$ cat src/rtl/stream_watchdog.sv
// stream_watchdog: protocol checker for a valid/ready stream.
// It detects stability, timeout and abandon violations on a monitored stream.
// Each violation is timestamped and queued as an event record in a small FIFO.
// Optional feature: define STREAM_WATCHDOG_XFER_EN to also log every completed
// transfer as an INFO/XFER record. This record has the lowest priority.
module stream_watchdog #(
    parameter int DATA_WIDTH = 8,
    parameter int TS_WIDTH   = 32,
    parameter int TIMEOUT    = 16,
    parameter int DEPTH      = 4
) (
    input  logic                  clk,
    input  logic                  rst_n,
    input  logic                  mon_valid,
    input  logic                  mon_ready,
    input  logic [DATA_WIDTH-1:0] mon_data,
    output logic                  evt_valid,
    input  logic                  evt_ready,
    output logic [2:0]            evt_level,
    output logic [1:0]            evt_code,
    output logic [TS_WIDTH-1:0]   evt_time,
    output logic [DATA_WIDTH-1:0] evt_data,
    output logic [7:0]            dropped
);
    localparam int PTR_W = (DEPTH > 1) ? $clog2(DEPTH) : 1;
    localparam int CNT_W = $clog2(TIMEOUT + 1);

    localparam logic [2:0] LVL_WARN  = 3'd3;
    localparam logic [2:0] LVL_ERROR = 3'd4;
    localparam logic [1:0] CODE_STAB = 2'd1;
    localparam logic [1:0] CODE_ABND = 2'd2;
    localparam logic [1:0] CODE_TOUT = 2'd3;
`ifdef STREAM_WATCHDOG_XFER_EN
    localparam logic [2:0] LVL_INFO  = 3'd2;
    localparam logic [1:0] CODE_XFER = 2'd0;
`endif

    typedef enum logic {ST_IDLE, ST_WAIT} state_t;

    typedef struct packed {
        logic [2:0]            level;
        logic [1:0]            code;
        logic [TS_WIDTH-1:0]   time_s;
        logic [DATA_WIDTH-1:0] data;
    } rec_t;

    state_t                state_reg, state_next;
    logic [DATA_WIDTH-1:0] held_reg, held_next;
    logic [CNT_W-1:0]      cnt_reg, cnt_next;
    logic                  stab_rep_reg, stab_rep_next;
    logic                  to_rep_reg, to_rep_next;     // timeout already detected in this stall
    logic                  to_pend_reg, to_pend_next;   // detected timeout waiting for a push slot
    logic [TS_WIDTH-1:0]   to_time_reg, to_time_next;
    logic [TS_WIDTH-1:0]   ts_reg;

    logic [PTR_W-1:0]      wr_ptr_reg, rd_ptr_reg;
    logic [PTR_W:0]        count_reg;
    logic [7:0]            dropped_reg;
    rec_t                  mem [DEPTH];

    logic stalled, xfer, stab_hit, to_hit, full, wr_en, pop, push;
    logic [CNT_W-1:0] cnt_inc;
    rec_t push_rec, rd_rec;

    assign stalled  = mon_valid & ~mon_ready;
    assign xfer     = mon_valid & mon_ready;
    assign cnt_inc  = (cnt_reg == CNT_W'(TIMEOUT)) ? cnt_reg : cnt_reg + CNT_W'(1);
    assign stab_hit = mon_valid && (mon_data != held_reg) && !stab_rep_reg;
    assign to_hit   = stalled && (cnt_reg == CNT_W'(TIMEOUT - 1)) && !to_rep_reg;

    // Free-running timestamp, restarted by reset.
    always_ff @(posedge clk) begin
        if (!rst_n) ts_reg <= '0;
        else        ts_reg <= ts_reg + TS_WIDTH'(1);
    end

    // Stall tracker state register.
    always_ff @(posedge clk) begin
        if (!rst_n) begin
            state_reg    <= ST_IDLE;
            held_reg     <= '0;
            cnt_reg      <= '0;
            stab_rep_reg <= 1'b0;
            to_rep_reg   <= 1'b0;
            to_pend_reg  <= 1'b0;
            to_time_reg  <= '0;
        end else begin
            state_reg    <= state_next;
            held_reg     <= held_next;
            cnt_reg      <= cnt_next;
            stab_rep_reg <= stab_rep_next;
            to_rep_reg   <= to_rep_next;
            to_pend_reg  <= to_pend_next;
            to_time_reg  <= to_time_next;
        end
    end

    // Next-state and prioritised event selection (one push per cycle).
    always_comb begin
        state_next      = state_reg;
        held_next       = held_reg;
        cnt_next        = cnt_reg;
        stab_rep_next   = stab_rep_reg;
        to_rep_next     = to_rep_reg;
        to_pend_next    = to_pend_reg;
        to_time_next    = to_time_reg;
        push            = 1'b0;
        push_rec        = '0;
        push_rec.time_s = ts_reg;
        case (state_reg)
            ST_IDLE: begin
                if (stalled) begin
                    state_next    = ST_WAIT;
                    held_next     = mon_data;
                    cnt_next      = CNT_W'(1);
                    stab_rep_next = 1'b0;
                    to_rep_next   = 1'b0;
                    to_pend_next  = 1'b0;
                    // With a one-cycle timeout the first stalled cycle already expires.
                    if (TIMEOUT == 1) begin
                        push          = 1'b1;
                        push_rec.level = LVL_ERROR;
                        push_rec.code  = CODE_TOUT;
                        push_rec.data  = mon_data;
                        to_rep_next   = 1'b1;
                    end
                end
`ifdef STREAM_WATCHDOG_XFER_EN
                else if (xfer) begin
                    push           = 1'b1;
                    push_rec.level = LVL_INFO;
                    push_rec.code  = CODE_XFER;
                    push_rec.data  = mon_data;
                end
`endif
            end
            ST_WAIT: begin
                if (stalled) cnt_next = cnt_inc;
                if (stab_hit) begin
                    push           = 1'b1;
                    push_rec.level = LVL_ERROR;
                    push_rec.code  = CODE_STAB;
                    push_rec.data  = mon_data;
                    stab_rep_next  = 1'b1;
                    // A simultaneous timeout is deferred but keeps this cycle's time.
                    if (to_hit) begin
                        to_rep_next  = 1'b1;
                        to_pend_next = 1'b1;
                        to_time_next = ts_reg;
                    end
                end else if (to_pend_reg) begin
                    push            = 1'b1;
                    push_rec.level  = LVL_ERROR;
                    push_rec.code   = CODE_TOUT;
                    push_rec.time_s = to_time_reg;
                    push_rec.data   = held_reg;
                    to_pend_next    = 1'b0;
                end else if (to_hit) begin
                    push           = 1'b1;
                    push_rec.level = LVL_ERROR;
                    push_rec.code  = CODE_TOUT;
                    push_rec.data  = held_reg;
                    to_rep_next    = 1'b1;
                end else if (!mon_valid) begin
                    push           = 1'b1;
                    push_rec.level = LVL_WARN;
                    push_rec.code  = CODE_ABND;
                    push_rec.data  = held_reg;
                end
`ifdef STREAM_WATCHDOG_XFER_EN
                else if (xfer) begin
                    push           = 1'b1;
                    push_rec.level = LVL_INFO;
                    push_rec.code  = CODE_XFER;
                    push_rec.data  = mon_data;
                end
`endif
                if (!mon_valid || xfer) state_next = ST_IDLE;
            end
            default: state_next = ST_IDLE;
        endcase
    end

    assign full  = (count_reg == (PTR_W + 1)'(DEPTH));
    assign wr_en = push & ~full;
    assign pop   = evt_valid & evt_ready;

    // FIFO pointers, occupancy and saturating drop counter.
    always_ff @(posedge clk) begin
        if (!rst_n) begin
            wr_ptr_reg  <= '0;
            rd_ptr_reg  <= '0;
            count_reg   <= '0;
            dropped_reg <= '0;
        end else begin
            if (wr_en) wr_ptr_reg <= wr_ptr_reg + PTR_W'(1);
            if (pop)   rd_ptr_reg <= rd_ptr_reg + PTR_W'(1);
            case ({wr_en, pop})
                2'b10:   count_reg <= count_reg + (PTR_W + 1)'(1);
                2'b01:   count_reg <= count_reg - (PTR_W + 1)'(1);
                default: count_reg <= count_reg;
            endcase
            if (push && full && dropped_reg != 8'hFF) dropped_reg <= dropped_reg + 8'd1;
        end
    end

    // Record storage; no reset needed since empty entries are masked on read.
    always_ff @(posedge clk) begin
        if (wr_en) mem[wr_ptr_reg] <= push_rec;
    end

    assign evt_valid = (count_reg != '0);
    assign rd_rec    = evt_valid ? mem[rd_ptr_reg] : '0;
    assign evt_level = rd_rec.level;
    assign evt_code  = rd_rec.code;
    assign evt_time  = rd_rec.time_s;
    assign evt_data  = rd_rec.data;
    assign dropped   = dropped_reg;
endmodule

$ cat config.mk
export PLATFORM = sky130hd
export DESIGN_NAME = stream_watchdog
export DESIGN_NICKNAME = d
export VERILOG_FILES = /design/src/rtl/stream_watchdog.sv
export SDC_FILE = /design/constraint.sdc
export NUM_CORES = 1
export LEC_CHECK = 0
export BUFFER_PORTS_ARGS = -buffer_cell sky130_fd_sc_hd__buf_2
export CORE_ASPECT_RATIO = 0.8
export CORE_UTILIZATION = 55
export DETAILED_ROUTE_END_ITERATION = 6
export PLACE_DENSITY = 0.8
export SLEW_MARGIN = 20
export SYNTH_ARGS = -nofsm -noshare
export SYNTH_HDL_FRONTEND = slang
export SYNTH_SLANG_ARGS = --single-unit
$ cat constraint.sdc
create_clock -name clk -period 3.1 [get_ports clk]
set_input_delay 0.155 -clock clk [delete_from_list [all_inputs] [get_ports clk]]
set_output_delay 0.155 -clock clk [all_outputs]
set_load 0.1 [all_outputs]
* Word-level counts from Yosys, hierarchy flattened *
Memories as Yosys holds them, arrays and structs flattened. A register that Yosys moved wholly into a read port is not among the register bits.
Index checks and enable logic that the tools add are counted.

storage, ports and cells
  flip-flop bits (word level) = 96
  memory bits (writable) = 180
  bits of input ports = 13
  output and inout port bits = 54
  logic and storage cells = 97
  memories kept = 1

cells by class
  add/subtract/negate cells = 7
  equal/unequal tests = 13
  muxes and demuxes = 39
  bitwise gates (word level) = 7
  reduce and logical (&&, ||, !) cells = 18

memory list
  memory  depth  bits a word  rd ports  clocked after Yosys merged registers in  wr ports  RTL line  text
  mem     4      45           1         1                                        1         59        rec_t mem [DEPTH];

operators with widths
  kind                   count
  $mux 45                2
  $mux 32                2
  $add 32x1->32 const B  1
  $mux 8                 4
  $mux 5                 6
  $mux 1                 16
  $pmux 5 s2             1
  $add 8x1->8 const B    1
  $ne 8x8->1             1
  $ne 8x8->1 const B     1
  $pmux 1 s2             4
  $reduce_and 2->1       4
  $logic_and 1x1->1      6
  $ne 3x2->1 const B     2
  $pmux 3 s2             1
  $reduce_and 3->1       2
  $add 5x1->5 const B    1
  $eq 5x4->1 const B     1
  $eq 5x5->1 const B     1
  $add 2x1->2 const B    2
  $and 1x1->1            4
  $mux 2                 2
  $mux 4                 1
  $ne 2x1->1 const B     2
  11 further kinds       16

* Longest topological paths before layout *
Gate-level depths: netlist of run 1.

  depth in word-level cells = 11
  mapped depth = 13

* Worst setup path after synthesis of run 1 *
OpenSTA, ideal clock, no wires.

  path type = reg-to-output
  start point = register count_reg[0]
  end point = output port evt_level[1]
  data arrival time = 2.946 ns
  data required time = 2.945 ns
  path slack = -0.001 ns
  stages on the path, launching flop included = 6
  buffers on the path = 3
  cell sequence = dfxtp_1 or3_1 clkbuf_1 clkbuf_1 and2_1 buf_4

on the way
  cells in the longest elaborated chain, start to end = 2

ends and longest elaborated chain
  item                    RTL line  text
  from (decl)             57        logic [PTR_W:0] count_reg;
  from (signal assigned)  199       2'b10: count_reg <= count_reg + (PTR_W + 1)'(1);
  from (signal assigned)  200       2'b01: count_reg <= count_reg - (PTR_W + 1)'(1);
  from (signal assigned)  201       default: count_reg <= count_reg;
  $reduce_bool 3->1       212       assign evt_valid = (count_reg != '0);
  net evt_valid           17        output logic evt_valid,
  $mux 45                 213       assign rd_rec = evt_valid ? mem[rd_ptr_reg] : '0;
  to (decl)               19        output logic [2:0] evt_level,

The timed path passes the listed nets, and every way through them passes these cells.

* Worst setup path after layout of run 1 *
  start point = register cnt_reg[0]
  end point = register count_reg[2]

on the way
  cells in the longest elaborated chain, start to end = 10
  elaborated cells on any way between the ends = 12
  classes of those cells = eq/ne (3); mux (5); bitwise (1); reduce/logical (3)

ends and longest elaborated chain
  item                                             RTL line  text
  from (decl)                                      49        logic [CNT_W-1:0] cnt_reg, cnt_next;
  from (signal assigned)                           90        cnt_reg <= cnt_next;
  $eq 5x4->1 (*)                                   69        assign to_hit = stalled && (cnt_reg == CNT_W'(TIMEOUT - 1)) && !to_rep_reg;
  $logic_and 1x1->1 (*) (2 in series)              69
  $mux 1 (*)                                       158       end else if (to_hit) begin
  $mux 1 (*)                                       151       end else if (to_pend_reg) begin
  $mux 1 (*)                                       139       if (stab_hit) begin
  $mux 1 (*)                                       110       case (state_reg)
  $and 1x1->1 (*)                                  185       assign wr_en = push & ~full;
  $eq 2x1->1 or $eq 2x2->1 (tied branches)         198       case ({wr_en, pop})
  $pmux 3 s2 or $reduce_bool 2->1 (tied branches)  -

Every way passes the cells marked *; elsewhere a longest branch is shown, timed or not.
A chain may end at the register's enable or synchronous reset.

==> results of run 1 <==
final cells by class:
type | instances | area (um2)
Clock buffer | 33 | 718
Clock inverter | 15 | 208
Fill cell | 1436 | 7020
Inverter | 16 | 60.1
Multi-Input combinational cell | 440 | 3850
Sequential cell | 270 | 7130
Tap cell | 264 | 330
Timing Repair Buffer | 93 | 598
through the flow:
| step | utilization | cell area (um2) | std cells | worst slack [ps] | hold slack (ps) |
|---|---|---|---|---|---|
| global placement | 0.596 | 11900 | 1072 | 457 | 439 |
| detailed placement | 0.596 | 11900 | 1072 | 385 | 444 |
| global route | 0.648 | 12900 | 1131 | 185 | 92.3 |
| CTS | 0.648 | 12900 | 1131 | 343 | 48.2 |
| floorplan | - | 11300 | 762 | 35.8 | 302 |
| finish | 0.648 | 12900 | 1131 | 320 | 69.4 |
logic make-up (layout without fill, tap and decap cells):
| kind of cell | Yosys count | in the layout | share of synthesized area |
|---|---|---|---|
| AOI/OAI and AO/OA | 36 | 36 | 0.0222 |
| xor gates and xnor gates | 46 | 46 | 0.0358 |
| adders and majority gates | 11 | 11 | 0.0129 |
| buffers and inverters | 52 | 157 | 0.0255 |
| DFF | 270 | 270 | 0.633 |
| muxes | 120 | 120 | 0.168 |
| and+or+nand+nor | 227 | 227 | 0.103 |
power by group:
part	switching, mW	leakage (nW)	internal (mW)	total [mW]
registers	0.0482	2.39	3.86	3.91
logic	2.53	1.80	0.676	3.20
clock network	1.29	0.443	2.06	3.34
layer usage:
metal,share of wire,vias to the layer above,GRT usage
li1,-,2958,-
met1,0.46,3151,0.273
met2,0.48,151,0.339
met3,0.047,34,0.0296
met4,0.022,0,0.0488
met5,0,-,0
cells in the final DEF, fill, tap and decap left out, drive strengths merged, types with 2 or more instances in the layout:
| cell type | instances |
|---|---|
| dlygate4sd3 | 11 |
| mux2 | 32 |
| clkbuf | 33 |
| clkinvlp | 3 |
| xnor2 | 19 |
| nor4 | 2 |
| nand2b | 6 |
| ha | 10 |
| a22o | 8 |
| or3 | 3 |
| clkinv | 7 |
| nor3 | 5 |
| a211oi | 2 |
| mux2i | 45 |
| edfxtp | 172 |
| and3 | 5 |
| nor2 | 92 |
| nor2b | 2 |
| a21oi | 11 |
| nand3 | 20 |
| and4 | 5 |
| o21ai | 8 |
| and2 | 53 |
| nand2 | 22 |
| inv | 16 |
| bufinv | 5 |
| nand4 | 10 |
| buf | 82 |
| xor2 | 27 |
| dfxtp | 98 |
| mux4 | 43 |
how the worst max path moves through the flow:
stage / endpoint
finish: count_reg[2]
floorplan: mem[1][0]
CTS: count_reg[2]
detailed placement: count_reg[2]
global placement: count_reg[2]
global route: count_reg[2]
timing repair:
action / CTS / global route
gates resized for setup: 0 / 0
endpoints found under the hold margin: 10 / 0
hold buffers: 11 / 0
worst reg2reg max path, stage by stage, from the launching register on:
cell and delay, ps:
dfxtp_1 350, ha_1 220, and3_1 180, ha_1 220, nand2_1 80, a31o_2 240
a21oi_1 110, inv_1 70, ha_1 180, inv_1 60, fa_1 370, xor2_1 160
or3_1 310, a21oi_1 150
==> run summary, run 1 <==
Status - finished, final reports clean
Type of element capturing the critical path - flip-flop
Post-synthesis sequential area ratio - 0.633
Clock Sinks - 270
R2R cell count - 13
CP required - 3540 ps
Routed WL - 20200 um
Clock buffer depth - 3
Root Buffer - clkbuf_16
Cells after synthesis - 762
Unrepaired setup endpoints after global routing - no
Slowest stage delay, CP - 370 ps
CTS tree - yes
WL/cell - 17.9 um
Fin. Hold Viols - 0
Slew @ Worst Pin - 1130 ps
Post-synth top area share - 0.459
Crit path launch - cnt_reg[0]
Slew headroom - 0.245
Top delay family on crit path - adder cells
Leak - 4.64 nW
CORE AREA - 19900 um2
Worst Hold Endpoint - to_rep_reg
Worst path most repeated cell - ha_1
Clk slew on worst S/H paths - 60 ps
Min Tclk post-route - 2780 ps
Ports - 67
Worst reg2reg endpoint - count_reg[2]
Routed vias - 6294
First-pass GRT wire length - 32800 um
Vias in the first global route - 6297
Synthesized area - 11300 um2
CTS Buf Count - 26
PnR Total Power - 10.5 mW
Critical path buffers and inverters - 2
Hold Path Class - in -> reg
PwrDens - 811 nW/um2
Die Span X - 162 um
Detail Placement HPWL - 12400 um
Row cnt - 46
Nets - 871
Main synth FF type - edfxtp_1
Largest fanout on the critical path - 6
Syn nets - 786
Clock Latency Late Sink - 520 ps
Hold wc startpoint - mon_ready
Largest net degree at the start of global routing - 59
Die Ht - 130 um
CP max-delay cell - fa_1
Final Wtd Congestion - 0.806
Post-CTS setup buffer count - 0
Vias per Instance - 5.56
CP arrival - 3220 ps
Max Transition Viols Final - 0
Reg2Reg Launch Point - cnt_reg[0]
Period utilization - 0.897
Async SR Flop Fraction - 0
Initial core utilization - 0.566
Count of cell types in the netlist - 50
Achievable Freq - 360 MHz
Max VDD drop - 758 uV
Most common cell in the netlist - edfxtp_1
Global route total overflow - 0
Layout area overhead - 14.5%
Syn_area_per_cell - 14.8 um2
Syn. warnings - 0
Worst Setup Path Type - reg -> reg
#FFs+latches synth - 270
Startpoint Class - flip-flop
Layout cell share with drive strength beyond 1 - 0.251
Reg-to-reg slack, setup - 320 ps
PortBufs - 66
Detailed Route Iter0 Violations - 389
Final setup vio count - 0
Max-cap viol count - 0
Drt pass-1 iters - 5
Top cells by area, synth - edfxtp_1 46%, dfxtp_1 17%, mux4_2 8.6%, mux2i_1 4.0%, mux2_4 3.9%
Synth cell count leaders - 172 x edfxtp_1, 98 x dfxtp_1, 92 x nor2_1
Antenna Cells - 0
DR DRC count - 0
Largest area contributor in the netlist - edfxtp_1
Fin Clk Skew - 15.0 ps
Die Area - 21100 um2
Number of flops mapped to enable cells by yosys - 172
Initial antenna violation count - 0
CP Depth - 13
All-layer global routing usage - 0.199
Max reg flops - 172
Hold Path Cell Cnt - 4
Critical-path cell list - ha_1, and3_1, ha_1, nand2_1, a31o_2, a21oi_1, inv_1, ha_1, inv_1, fa_1, xor2_1, or3_1, a21oi_1
Antenna-violating nets left - 0
Htree depth - 1
Final setup TNS - 0 ps
Power figures use the tool's default switching activity.
==> run 2: changes to the inputs <==
- CTS_BUF_LIST: not set -> sky130_fd_sc_hd__clkbuf_4 sky130_fd_sc_hd__clkbuf_8
==> run 2 against run 1 <==
Sequential share of layout area about the same; first-iteration DRC count down 1.3%; via count grew 0.97%; cell area about the same; wire length is 2.5% higher; register-to-register slack worse by 30 ps; combinational power hardly changed; worst setup slack worse by 34 ps; sequential power about the same; clock skew up 17 ps; clock-buffer cell count is 33 higher; die area unchanged; largest power group unchanged.
==> run summary, run 2 (synthesized netlist as in run 1, its figures left out) <==
Clock Latency Late Sink - 540 ps
CTS tree - yes
Most frequent cells in the layout - 172 x edfxtp_1, 96 x dfxtp_1, 92 x nor2_1
Vias in the first global route - 6396
Leak - 4.68 nW
Initial core utilization - 0.566
Hold Path Class - in -> reg
Period utilization - 0.908
First-pass GRT wire length - 33200 um
FF/Latch Area - 7130 um2
Type of element capturing the critical path - flip-flop
Crit path launch - cnt_reg[0]
Drt pass-1 iters - 4
Antenna-violating nets left - 0
DR DRC count - 0
Final Util - 0.648
Met1 usage - 0.276
CP required - 3560 ps
Worst path most repeated cell - ha_1
Hold wc startpoint - mon_ready
Layout cell share with drive strength beyond 1 - 0.283
Detail Placement HPWL - 12400 um
Status - finished, final reports clean
Detailed Route Iter0 Violations - 384
Final Wtd Congestion - 0.806
Initial antenna violation count - 0
Slew headroom - 0.266
Routed WL - 20700 um
Top delay family on crit path - adder cells
GR Util met3 - 0.0375
CP arrival - 3270 ps
Vias per Instance - 5.47
Die Span X - 162 um
Critical path buffers and inverters - 2
Root Buffer - clkbuf_8
Slew @ Worst Pin - 1100 ps
Largest net degree at the start of global routing - 59
# resized after CTS - 0
CP max-delay cell - fa_1
Max-cap viol count - 0
Filler Cells Inserted - 1423
CORE AREA - 19900 um2
Largest fanout on the critical path - 6
Routed vias - 6355
Fin Clk Skew - 31.8 ps
Final setup TNS - 0 ps
Ports - 67
Clock Sinks - 270
Layout area overhead - 14.5%
Min Tclk post-route - 2810 ps
Final setup vio count - 0
Max Transition Viols Final - 0
WL/cell - 17.8 um
Antenna Cells - 0
PortBufs - 66
Reg-to-reg slack, setup - 290 ps
Max VDD drop - 770 uV
CTS Buf Count - 42
GRT met2 Usage - 0.340
Htree depth - 2
Unrepaired setup endpoints after global routing - no
Row cnt - 46
Die Area - 21100 um2
Clk slew on worst S/H paths - 70 ps
Finished Cell Area - 12900 um2
Max reg flops - 172
Startpoint Class - flip-flop
All-layer global routing usage - 0.204
Die Ht - 130 um
PwrDens - 795 nW/um2
Commonest non-fill, non-tap cell in the layout - edfxtp_1
Achievable Freq - 355 MHz
Placed cell areas - 11900 um2
Critical-path cell list - ha_1, and3_1, ha_1, nand2_1, a31o_2, a21oi_1, inv_1, ha_1, inv_1, fa_1, xor2_1, or3_1, a21oi_1
Worst Setup Path Type - reg -> reg
Clock buffer depth - 3
Fin. Hold Viols - 0
Nets - 887
Slowest stage delay, CP - 370 ps
Area of the multi-input gates - 3850 um2
Global route total overflow - 0
Most Crowded Layer GR - met2
Reg2Reg Launch Point - cnt_reg[0]
==> run 2: tightest hold or removal path, stage by stage <==
cell and delay (ps):
buf_2 100, nor2b_1 100, nand3_1 100, a21oi_1 60
==> run 2: metal layers <==
metal  share of wire  wire length, um
met1            0.47             9630
met2            0.48             9870
met4           0.014              283
met5               0                0
met3           0.044              914
==> run 2: final timing paths <==
check | cells after the start | endpoint
max | 13 | count_reg[2]
min | 4 | to_rep_reg
max reg2reg | 13 | count_reg[2]
min reg2reg | 2 | stab_rep_reg
==> run 2: repair_timing <==
item,4_1_cts,5_1_grt
hold endpoints to repair,23,0
setup buffers,0,0
hold buffers,11,0
endpoints found under the setup margin,0,0
==> run 2: metrics by stage <==
stage	hold slack [ps]	power, mW	std cells	worst slack (ps)
after floorplan	302	6.73	762	35.8
after global placement	439	7.19	1072	457
after detailed placement	444	7.21	1072	385
after CTS	2.38	10.4	1161	335
after global routing	53.8	10.6	1161	161
final	37.5	10.3	1161	287
==> run 2: cell type report <==
type	instances	area share
well taps	264	0.0256
inverters	16	0.00466
repair buffers	93	0.0464
clock inverters	12	0.00689
clock buffers	66	0.0646
multi-input cells	440	0.299
flip-flops and latches	270	0.553
==> run 2: report_power, final <==
| group | total, mW | internal (mW) | switching, mW |
|---|---|---|---|
| Combinational | 3.20 | 0.675 | 2.52 |
| Clock | 3.15 | 1.80 | 1.35 |
| Sequential | 3.91 | 3.86 | 0.0482 |
| Total | 10.3 | 6.34 | 3.92 |
==> run 3: changes to the inputs <==
- MAX_ROUTING_LAYER: not set -> met4
- PLACE_DENSITY: 0.8 -> 0.79
==> run 3 against run 2 <==
Clock-buffer cell count decreased by 2; largest power group unchanged; power shrank 1.5%; sequential share of layout area up 0.086 points; hold slack improved by 92 ps; global-route usage grew 0.86 points; flip-flop and latch count stayed put; critical endpoint unchanged; final cell count is the same; first-iteration DRC count shrank 2.6%; register-to-register slack hardly changed; clock skew about the same; cell area is 0.16% lower.
==> run summary, run 3 (synthesized netlist as in run 1, its figures left out) <==
Status - finished, final reports clean
Achievable Freq - 356 MHz
Ports - 67
Routed WL - 20500 um
Die Span X - 162 um
Final setup vio count - 0
Commonest non-fill, non-tap cell in the layout - edfxtp_1
Startpoint Class - flip-flop
Detailed Route Iter0 Violations - 374
Min Tclk post-route - 2810 ps
Layout area overhead - 14.3%
Routed vias - 6308
Max reg flops - 172
Worst Setup Path Type - reg -> reg
CP required - 3570 ps
Initial antenna violation count - 0
Filler Cells Inserted - 1454
Slew @ Worst Pin - 1120 ps
Hold wc startpoint - evt_ready
Clock buffer depth - 3
PortBufs - 66
Fin. Hold Viols - 0
All-layer global routing usage - 0.213
PwrDens - 784 nW/um2
Slew headroom - 0.250
Vias per Instance - 5.43
Crit path launch - cnt_reg[0]
Global route total overflow - 0
PnR Total Power - 10.1 mW
Largest fanout on the critical path - 6
Layout cell share with drive strength beyond 1 - 0.279
Nets - 888
Row cnt - 46
Period utilization - 0.906
Max-cap viol count - 0
Max VDD drop - 864 uV
CP arrival - 3280 ps
Fin Clk Skew - 32.3 ps
Antenna Cells - 0
Clock Latency Late Sink - 560 ps
Htree depth - 2
Root Buffer - clkbuf_8
Largest net degree at the start of global routing - 88
Die Area - 21100 um2
Leak - 4.66 nW
DR DRC count - 0
Antenna-violating nets left - 0
Final Wtd Congestion - 0.771
First-pass GRT wire length - 33300 um
Clk slew on worst S/H paths - 60 ps
Initial core utilization - 0.566
Post-CTS setup buffer count - 0
Max Transition Viols Final - 0
Unrepaired setup endpoints after global routing - no
CTS tree - yes
Clock Sinks - 270
Type of element capturing the critical path - flip-flop
Hold Path Class - in -> reg
CTS Buf Count - 42
Drt pass-1 iters - 5
Most frequent cells in the layout - 172 x edfxtp_1, 96 x dfxtp_1, 92 x nor2_1
WL/cell - 17.6 um
Detail Placement HPWL - 12400 um
CORE AREA - 19900 um2
Die Ht - 130 um
Final setup TNS - 0 ps
Vias in the first global route - 6404
Reg2Reg Launch Point - cnt_reg[0]
[run 3: changes by cell type in the layout (fill, tap and decap cells not counted)]
cell / delta
clkbuf_8: -11
clkbuf_4: +9
buf_12: +3
buf_4: -3
clkinv_1: +3
clkinv_2: -3
clkinv_8: +1
clkinvlp_4: -1
dlygate4sd3_1: +1
inv_8: +1
[run 3: final timing paths]
| check | slack, ps | cells after the start | end |
|---|---|---|---|
| min | 130 | 4 | flip-flop |
| max | 290 | 13 | count_reg[2] |
| min reg2reg | 490 | 2 | to_time_reg[4] |
| max reg2reg | 290 | 13 | count_reg[2] |
[run 3: layer usage]
metal  part of all wire  vias up  GRT usage
met2               0.47      153      0.340
li1                   -     3010          -
met5                  0        -          -
met4              0.016        0     0.0677
met3              0.048       31     0.0372
met1               0.47     3114      0.281
[run 3: critical path: stages (launching register included)]
cell,delay [ps]
dfxtp_1,350
ha_1,230
and3_1,190
ha_1,210
nand2_1,70
a31o_2,250
a21oi_1,100
inv_1,70
ha_1,180
inv_1,60
fa_1,380
xor2_1,170
or3_1,330
a21oi_1,140
[run 3: cell type report]
class / count / area, um2 / share of cell area
inverter: 16 / 60.1 / 0.00466
clock buffer: 64 / 749 / 0.0582
timing repair buffer: 94 / 646 / 0.0501
tap: 264 / 330 / 0.0257
sequential: 270 / 7130 / 0.554
multi-input combinational: 440 / 3850 / 0.299
clock inverter: 13 / 105 / 0.00816
[run 3: power by group]
part           internal, mW  total [mW]  switching [mW]
Sequential             3.86        3.91          0.0474
Combinational         0.673        3.21            2.53
Clock                  1.64        2.98            1.34
[run 3: through the flow]
stage / hold WS, ps / instance area [um2] / cells / util / setup WS [ps]
global placement: 435 / 11900 / 1072 / 0.598 / 455
floorplan: 302 / 11300 / 762 / - / 35.8
detailed placement: 443 / 11900 / 1072 / 0.598 / 347
global route: 163 / 12900 / 1161 / 0.647 / 100
finish: 130 / 12900 / 1161 / 0.647 / 293
CTS: 112 / 12900 / 1161 / 0.647 / 281
[run 3: timing repair]
| action | in CTS | in global routing |
|---|---|---|
| hold endpoints to repair | 20 | 0 |
| gates resized for setup | 0 | 0 |
| hold buffers | 12 | 0 |
